--- src/rtl/prio_arb_encoder.sv ---
// Registered priority arbiter: snapshots a request vector and drains it one
// grant per cycle over valid/ready, in fixed (MSB-first) or round-robin order.
module prio_arb_encoder #(
   parameter int N = 8,
   parameter int W = $clog2(N)
) (
   input  logic         clk,
   input  logic         rst,
   input  logic [N-1:0] req,
   input  logic         mode,
   output logic         out_valid,
   input  logic         out_ready,
   output logic [W-1:0] out_idx,
   output logic [N-1:0] out_onehot,
   output logic         busy
);

   typedef enum logic {IDLE, BUSY} state_t;

   state_t       state;
   logic [N-1:0] snap;
   logic         mode_q;
   logic [W-1:0] ptr;

   logic [W-1:0]   fix_idx;
   logic [W-1:0]   rr_off;
   logic [W:0]     rr_sum;
   logic [W-1:0]   rr_idx;
   logic [W-1:0]   sel_idx;
   logic [W-1:0]   ptr_next;
   logic [2*N-1:0] dbl_shift;
   logic [N-1:0]   rot;
   logic           xfer;

   // Highest set bit wins: the last assignment in an ascending scan.
   always_comb begin
      fix_idx = '0;
      for (int j = 0; j < N; j++) begin
         if (snap[j]) fix_idx = W'(j);
      end
   end

   // Rotate snap so that bit 0 of rot is snap[ptr]; the lowest set bit of rot
   // is then the first request at or above ptr with wrap-around.
   always_comb begin
      dbl_shift = {snap, snap} >> ptr;
      rot       = dbl_shift[N-1:0];
      rr_off    = '0;
      for (int k = N - 1; k >= 0; k--) begin
         if (rot[k]) rr_off = W'(k);
      end
      rr_sum = {1'b0, ptr} + {1'b0, rr_off};
      if (rr_sum >= (W+1)'(N)) rr_sum = rr_sum - (W+1)'(N);
      rr_idx = rr_sum[W-1:0];
   end

   assign sel_idx  = mode_q ? rr_idx : fix_idx;
   assign ptr_next = (sel_idx == W'(N - 1)) ? '0 : sel_idx + W'(1);

   assign busy      = (state == BUSY);
   assign out_valid = busy;
   assign out_idx   = busy ? sel_idx : '0;
   assign xfer      = busy && out_ready;

   generate
      for (genvar gi = 0; gi < N; gi++) begin : g_onehot
         assign out_onehot[gi] = busy && (sel_idx == W'(gi));
      end
   endgenerate

   always_ff @(posedge clk or posedge rst) begin
      if (rst) begin
         state  <= IDLE;
         snap   <= '0;
         mode_q <= 1'b0;
         ptr    <= '0;
      end else begin
         case (state)
            IDLE: begin
               if (req != '0) begin
                  snap   <= req;
                  mode_q <= mode;
                  state  <= BUSY;
               end
            end
            BUSY: begin
               if (xfer) begin
                  snap <= snap & ~out_onehot;
                  if (mode_q) ptr <= ptr_next;
                  if ((snap & ~out_onehot) == '0) state <= IDLE;
               end
            end
            default: state <= IDLE;
         endcase
      end
   end

endmodule

--- config.mk ---
export PLATFORM = sky130hd
export DESIGN_NAME = prio_arb_encoder
export DESIGN_NICKNAME = d
export VERILOG_FILES = /design/src/rtl/prio_arb_encoder.sv
export SDC_FILE = /design/constraint.sdc
export NUM_CORES = 1
export LEC_CHECK = 0
export BUFFER_PORTS_ARGS = -buffer_cell sky130_fd_sc_hd__buf_2
export CELL_PAD_IN_SITES_DETAIL_PLACEMENT = 0
export CELL_PAD_IN_SITES_GLOBAL_PLACEMENT = 1
export CORE_ASPECT_RATIO = 0.7
export CORE_UTILIZATION = 43
export DETAILED_ROUTE_END_ITERATION = 12
export GPL_TIMING_DRIVEN = 0
export PLACE_DENSITY_LB_ADDON = 0.08
export SLEW_MARGIN = 20
export SYNTH_ARGS = -nofsm -noshare
export SYNTH_HDL_FRONTEND = slang
export SYNTH_SLANG_ARGS = --single-unit
--- constraint.sdc ---
create_clock -name clk -period 10.9 [get_ports clk]
set_clock_uncertainty 0.15 [all_clocks]
set_input_delay 1.09 -clock clk [delete_from_list [all_inputs] [get_ports clk]]
set_output_delay 1.09 -clock clk [all_outputs]
set_load 0.1 [all_outputs]
Word-level counts from Yosys, hierarchy flattened:

Index checks and enable logic that the tools add are counted.

* output and inout port bits: 13
* bits of input ports: 12
* flip-flop bits (word level): 13
* word-level logic and storage cells: 62

* $add $sub $neg: 3
* bitwise gates (word level): 3
* shift-type cells: 1
* eq/ne operators: 9
* magnitude comparators: 1
* muxes and demuxes: 26
* reductions and logical operators: 15

Operator list (count)
* 3-bit two-way mux: 17
* 8-bit two-way mux: 2
* 8-bit case mux with 2 select lines: 1
* 16-bit by 3-bit >> shifter with 8-bit output: 1
* 3-bit == test, second input constant: 4
* 1-bit logical AND: 9
* 8-bit bitwise AND: 1
* 8-bit zero test: 1
* 8-bit NOT: 1
* 8-bit nonzero test: 1
* 3-bit by 2-bit == test with 1-bit output, second input constant: 2
* 3-bit by 3-bit adder with 4-bit output: 1
* 4-bit >= comparator, second input constant: 1
* 1-bit two-way mux: 4
* 2-bit AND reduction: 2
* 3-bit by 1-bit adder with 3-bit output, second input constant: 1
* 3-bit by 1-bit == test with 1-bit output, second input constant: 1
* 3-bit zero test: 1
* 3-bit AND reduction: 1
* 3-bit by 1-bit subtractor with 3-bit output, second input constant: 1
* 2-bit two-way mux: 1
* 2-bit by 1-bit inequality test with 1-bit output, second input constant: 1
* 2-bit inequality test, second input constant: 1
* 1-bit case mux with 2 select lines: 1
* 1-bit NOT: 1

Depth between registers and ports, before layout:

* depth in word-level cells: 21
* gate-level depth with buffers: 26
* depth with buffers taken out: 23

Worst setup path after synthesis:

OpenSTA, ideal clock, no wires.

* kind: register to output
* from: reg ptr[0]
* to: out out_onehot[6]
* arrival: 4670 ps
* stages on the path, launching flop included: 21
* path buffers: 3
* data required time: 9660 ps
* setup slack: 4990 ps
* cells stage by stage: dfrtp_1 buf_6 clkbuf_1 nand2_1 o21ai_0 nor2_1 or3_1 a21oi_1 a221o_1 a21boi_0 o32ai_1 ha_1 inv_1 fa_1 xnor2_1 nor2b_1 o2111a_2 nor3_4 buf_6 nand2_1 nor2_1

* word-level cells in the longest chain between the ends: 15
* elaborated cells between the ends (all ways): 16
* those cells by class: add/sub (2); order compare (1); eq/ne (1); shift (1); mux (10); reduce/logical (1)

RTL lines
* start, declared: line 23 `logic [W-1:0] ptr;`
* start signal, assigned: line 89 `if (mode_q) ptr <= ptr_next;`
* 16-bit by 3-bit >> shifter with 8-bit output: line 46 `dbl_shift = {snap, snap} >> ptr;`
* 3-bit two-way mux (8 in series): line 50 `if (rot[k]) rr_off = W'(k);`
* 3-bit by 3-bit adder with 4-bit output (*): line 52 `rr_sum = {1'b0, ptr} + {1'b0, rr_off};`
* 4-bit >= comparator or 3-bit by 1-bit subtractor with 3-bit output (tied branches): line 53 `if (rr_sum >= (W+1)'(N)) rr_sum = rr_sum - (W+1)'(N);`
* 3-bit two-way mux (*): line 53
* 3-bit two-way mux (*): line 57 `assign sel_idx = mode_q ? rr_idx : fix_idx;`
* 3-bit == test (*): line 67 `assign out_onehot[gi] = busy && (sel_idx == W'(gi));`
* 1-bit logical AND (*): line 67
* end, declared: line 14 `output logic [N-1:0] out_onehot,`

Every way passes the cells marked *; elsewhere a longest branch is shown, timed or not.

Worst setup path after layout:

* from: reg ptr[0]
* to: out out_onehot[3]

* word-level cells in the longest chain between the ends: 15
* elaborated cells between the ends (all ways): 16
* those cells by class: add/sub (2); order compare (1); eq/ne (1); shift (1); mux (10); reduce/logical (1)

RTL lines (line)
* 16-bit by 3-bit >> shifter with 8-bit output: 46
* 3-bit two-way mux (8 in series): 50
* 3-bit by 3-bit adder with 4-bit output (*): 52
* 4-bit >= comparator or 3-bit by 1-bit subtractor with 3-bit output (tied branches): 53
* 3-bit two-way mux (*): 53
* 3-bit two-way mux (*): 57
* 3-bit by 2-bit == test with 1-bit output (*): 67
* 1-bit logical AND (*): 67

Marked as above.

==> reports/metrics.yaml <==
synth_fp_nets: 233
nFillCells: 323
final_common_cell: "buf_2"
fin_setup_tns_ns: 0
io_pins: 25
coreArea_sq_um: 3297
r2r_start: "ptr[0]"
grt_max_degree: 14
synth_mux_area_frac: 0.04170
drt_iter0_drc: 194
synth_seq_area_share: 0.2085
drv_slew: 0
fin_crit_ns: 6.328
htreeDepth: 1
gr-total-overflow: 0
wl_per_cell_um: 16.73
slew_headroom: 0.6083
cts_tree: "done"
cp_slowest_cell: "buf_2"
yosysWarnings: 0
die_w_um: 74.00
start_util: 0.4732
die-area_sq_um: 3877
synthesis.area_sq_um: 1560
drtAntennaViolNets: 0
rsz0062_at_grt: "no"
port_buffers: 24
n_antenna_cell: 0
grt_pass1_vias: 1612
synth_top_family_by_area: "compound AO/OA/AOI/OAI gates"
synth-compound-area-share: 0.3232
die_y_um: 52.40
vias_per_cell: 6.000
routed_wirelength_um: 4818
rows: 17
area_growth_pct: 14.35
cts_buffers: 3
drt-pass1-iter-count: 4
synth_seq_cells: 13
dr_total_vias: 1728
status: "finished, final reports clean"
worst_pin_slew_ns: 0.5868
async_reset_ff_frac: 1.000
cp.required_ns: 9.66
layout-drive-gt1-share: 0.1992
nNetsFinal: 262
crit_path_end_kind: "primary output"
crit_start: "ptr[0]"
synth-xor-area-share: 0.005613
synth_cell_type_count: 55
cts_hold_buf: 0
cts-root-buf: "clkbuf_8"
hold_violations: 0
syn_avg_cell_area_sq_um: 7.325
critPathArrivalTime_ns: 5.09
synth-simple-area-share: 0.2478
dp_hpwl_um: 3577
drv_cap: 0
synth-edff-count: 0
clkSinkCount: 13
most-common-layout-cells: "28 x buf_2, 26 x a21oi_1, 20 x nand2_1, 15 x inv_1, 15 x nor2_1"
clock_latency_ns: 0.26
synth_ff_type: "dfrtp_1"
cp_max_fo: 10
grt_antenna_before_repair: 0
period_share: 0.5806
synth-adder-area-share: 0.06897
post_cts_resized: 0
max_freq_mhz: 158.0
grt_usage: 0.2762
postSynthCellCount: 213
worstSetupStartpointType: "flip-flop"
hp-start: "snap[6]"
max_stage_delay_ns: 0.42
grt_pass1_wl_um: 7941
route.detailed.drc: 0
cp_top_family: "compound AO/OA/AOI/OAI gates"
path_clk_slew_ns: 0.07
hp-class: "flip-flop to flip-flop"
setup_viol: 0
place.gp.congestion: 0.8558
cts_max_path_buffers: 2
crit_type: "flip-flop to primary output"
cts_setup_buffers: 0
path_buf_inv: 6
path_cells: "buf_6, clkbuf_1, nand2_1, o21ai_0, nor2_1, or3_1, a21oi_1, a221o_1, a21boi_0, o32ai_1, ha_1, inv_1, fa_1, xnor2_1, nand2_1, o32ai_1, nor3_4, buf_6, inv_1, ha_1, and2_1, buf_2"
-- through the flow --
step,setup slack [ns],std cells,hold slack [ns],instance area (sq um),utilization
finish,4.572,288,0.5398,1784,0.5412
global route,4.254,288,0.5872,1784,0.5412
CTS,4.643,288,0.5431,1784,0.5412
detailed placement,4.946,284,0.5249,1739,0.5275
global placement,5.031,284,0.5069,1739,0.5275
floorplan,4.990,213,0.4369,1560,-
-- final cells by class --
cell class / instances / area (sq um) / area share
repair buffers: 24 / 120.1 / 0.06732
inverters: 16 / 60.06 / 0.03366
plain buffers: 19 / 102.6 / 0.05750
clock buffers: 4 / 45.04 / 0.02525
flip-flops and latches: 13 / 325.3 / 0.1823
well taps: 47 / 58.81 / 0.03296
multi-input cells: 165 / 1072 / 0.6010
-- synthesized netlist by cell type, types with 3 or more instances --
library cell  instances  area share
a21o_1                4       0.019
a21oi_1              26       0.083
a31oi_1               3       0.012
and2_1                3       0.012
and3_1                3       0.012
buf_2                 4       0.013
buf_6                 3       0.022
clkbuf_1             11       0.026
dfrtp_1              13        0.21
ha_1                  7       0.056
inv_1                15       0.036
mux2_2                4       0.029
nand2_1              20       0.048
nand2b_1              5       0.020
nor2_1               15       0.036
nor2b_1               3       0.012
nor3_1                8       0.026
nor4_1                4       0.016
o21a_1                4       0.019
o21ai_0               9       0.029
o21ai_1               3      0.0096
o22ai_1               6       0.024
-- worst min-delay path: stages, from the launching register on --
cell	delay [ns]
dfrtp_1	0.34
buf_6	0.15
o21ai_1	0.09
o21ai_1	0.07
-- flip-flops by register name (all words and copies together) (netlist names) --
name	cells
ptr	3
busy	1
mode_q	1
snap	8
-- kinds of logic (layout without fill, tap and decap cells) --
group,after synthesis,count (layout)
buffers and inverters,35,63
adder cells (fa/ha/maj),8,8
AO/OA/AOI/OAI,76,76
multiplexers,6,6
flip-flops,13,13
AND/OR/NAND/NOR,74,74
XOR/XNOR,1,1
-- path summary, 6_finish.rpt --
kind                                 end  slack, ns  depth (start not counted)
hold reg to reg                  snap[6]       0.54                          3
min in group asynchronous        snap[2]       0.73                          2
setup / recovery           out_onehot[3]       4.57                         22
setup reg to reg                    busy       5.47                         25
hold / removal                   snap[6]       0.54                          3
max in group asynchronous        snap[5]       9.47                          2
-- layer usage --
layer  vias to the layer above  share of wire  track usage
met4                         0         0.0064      0.05449
li1                        826              -            -
met3                         6          0.093      0.05577
met2                        88           0.39       0.3909
met1                       808           0.51       0.4232
met5                         -              0            0
Power is not shown: default switching activity piles up to over one toggle a cycle in this logic, so the estimate is an artifact.
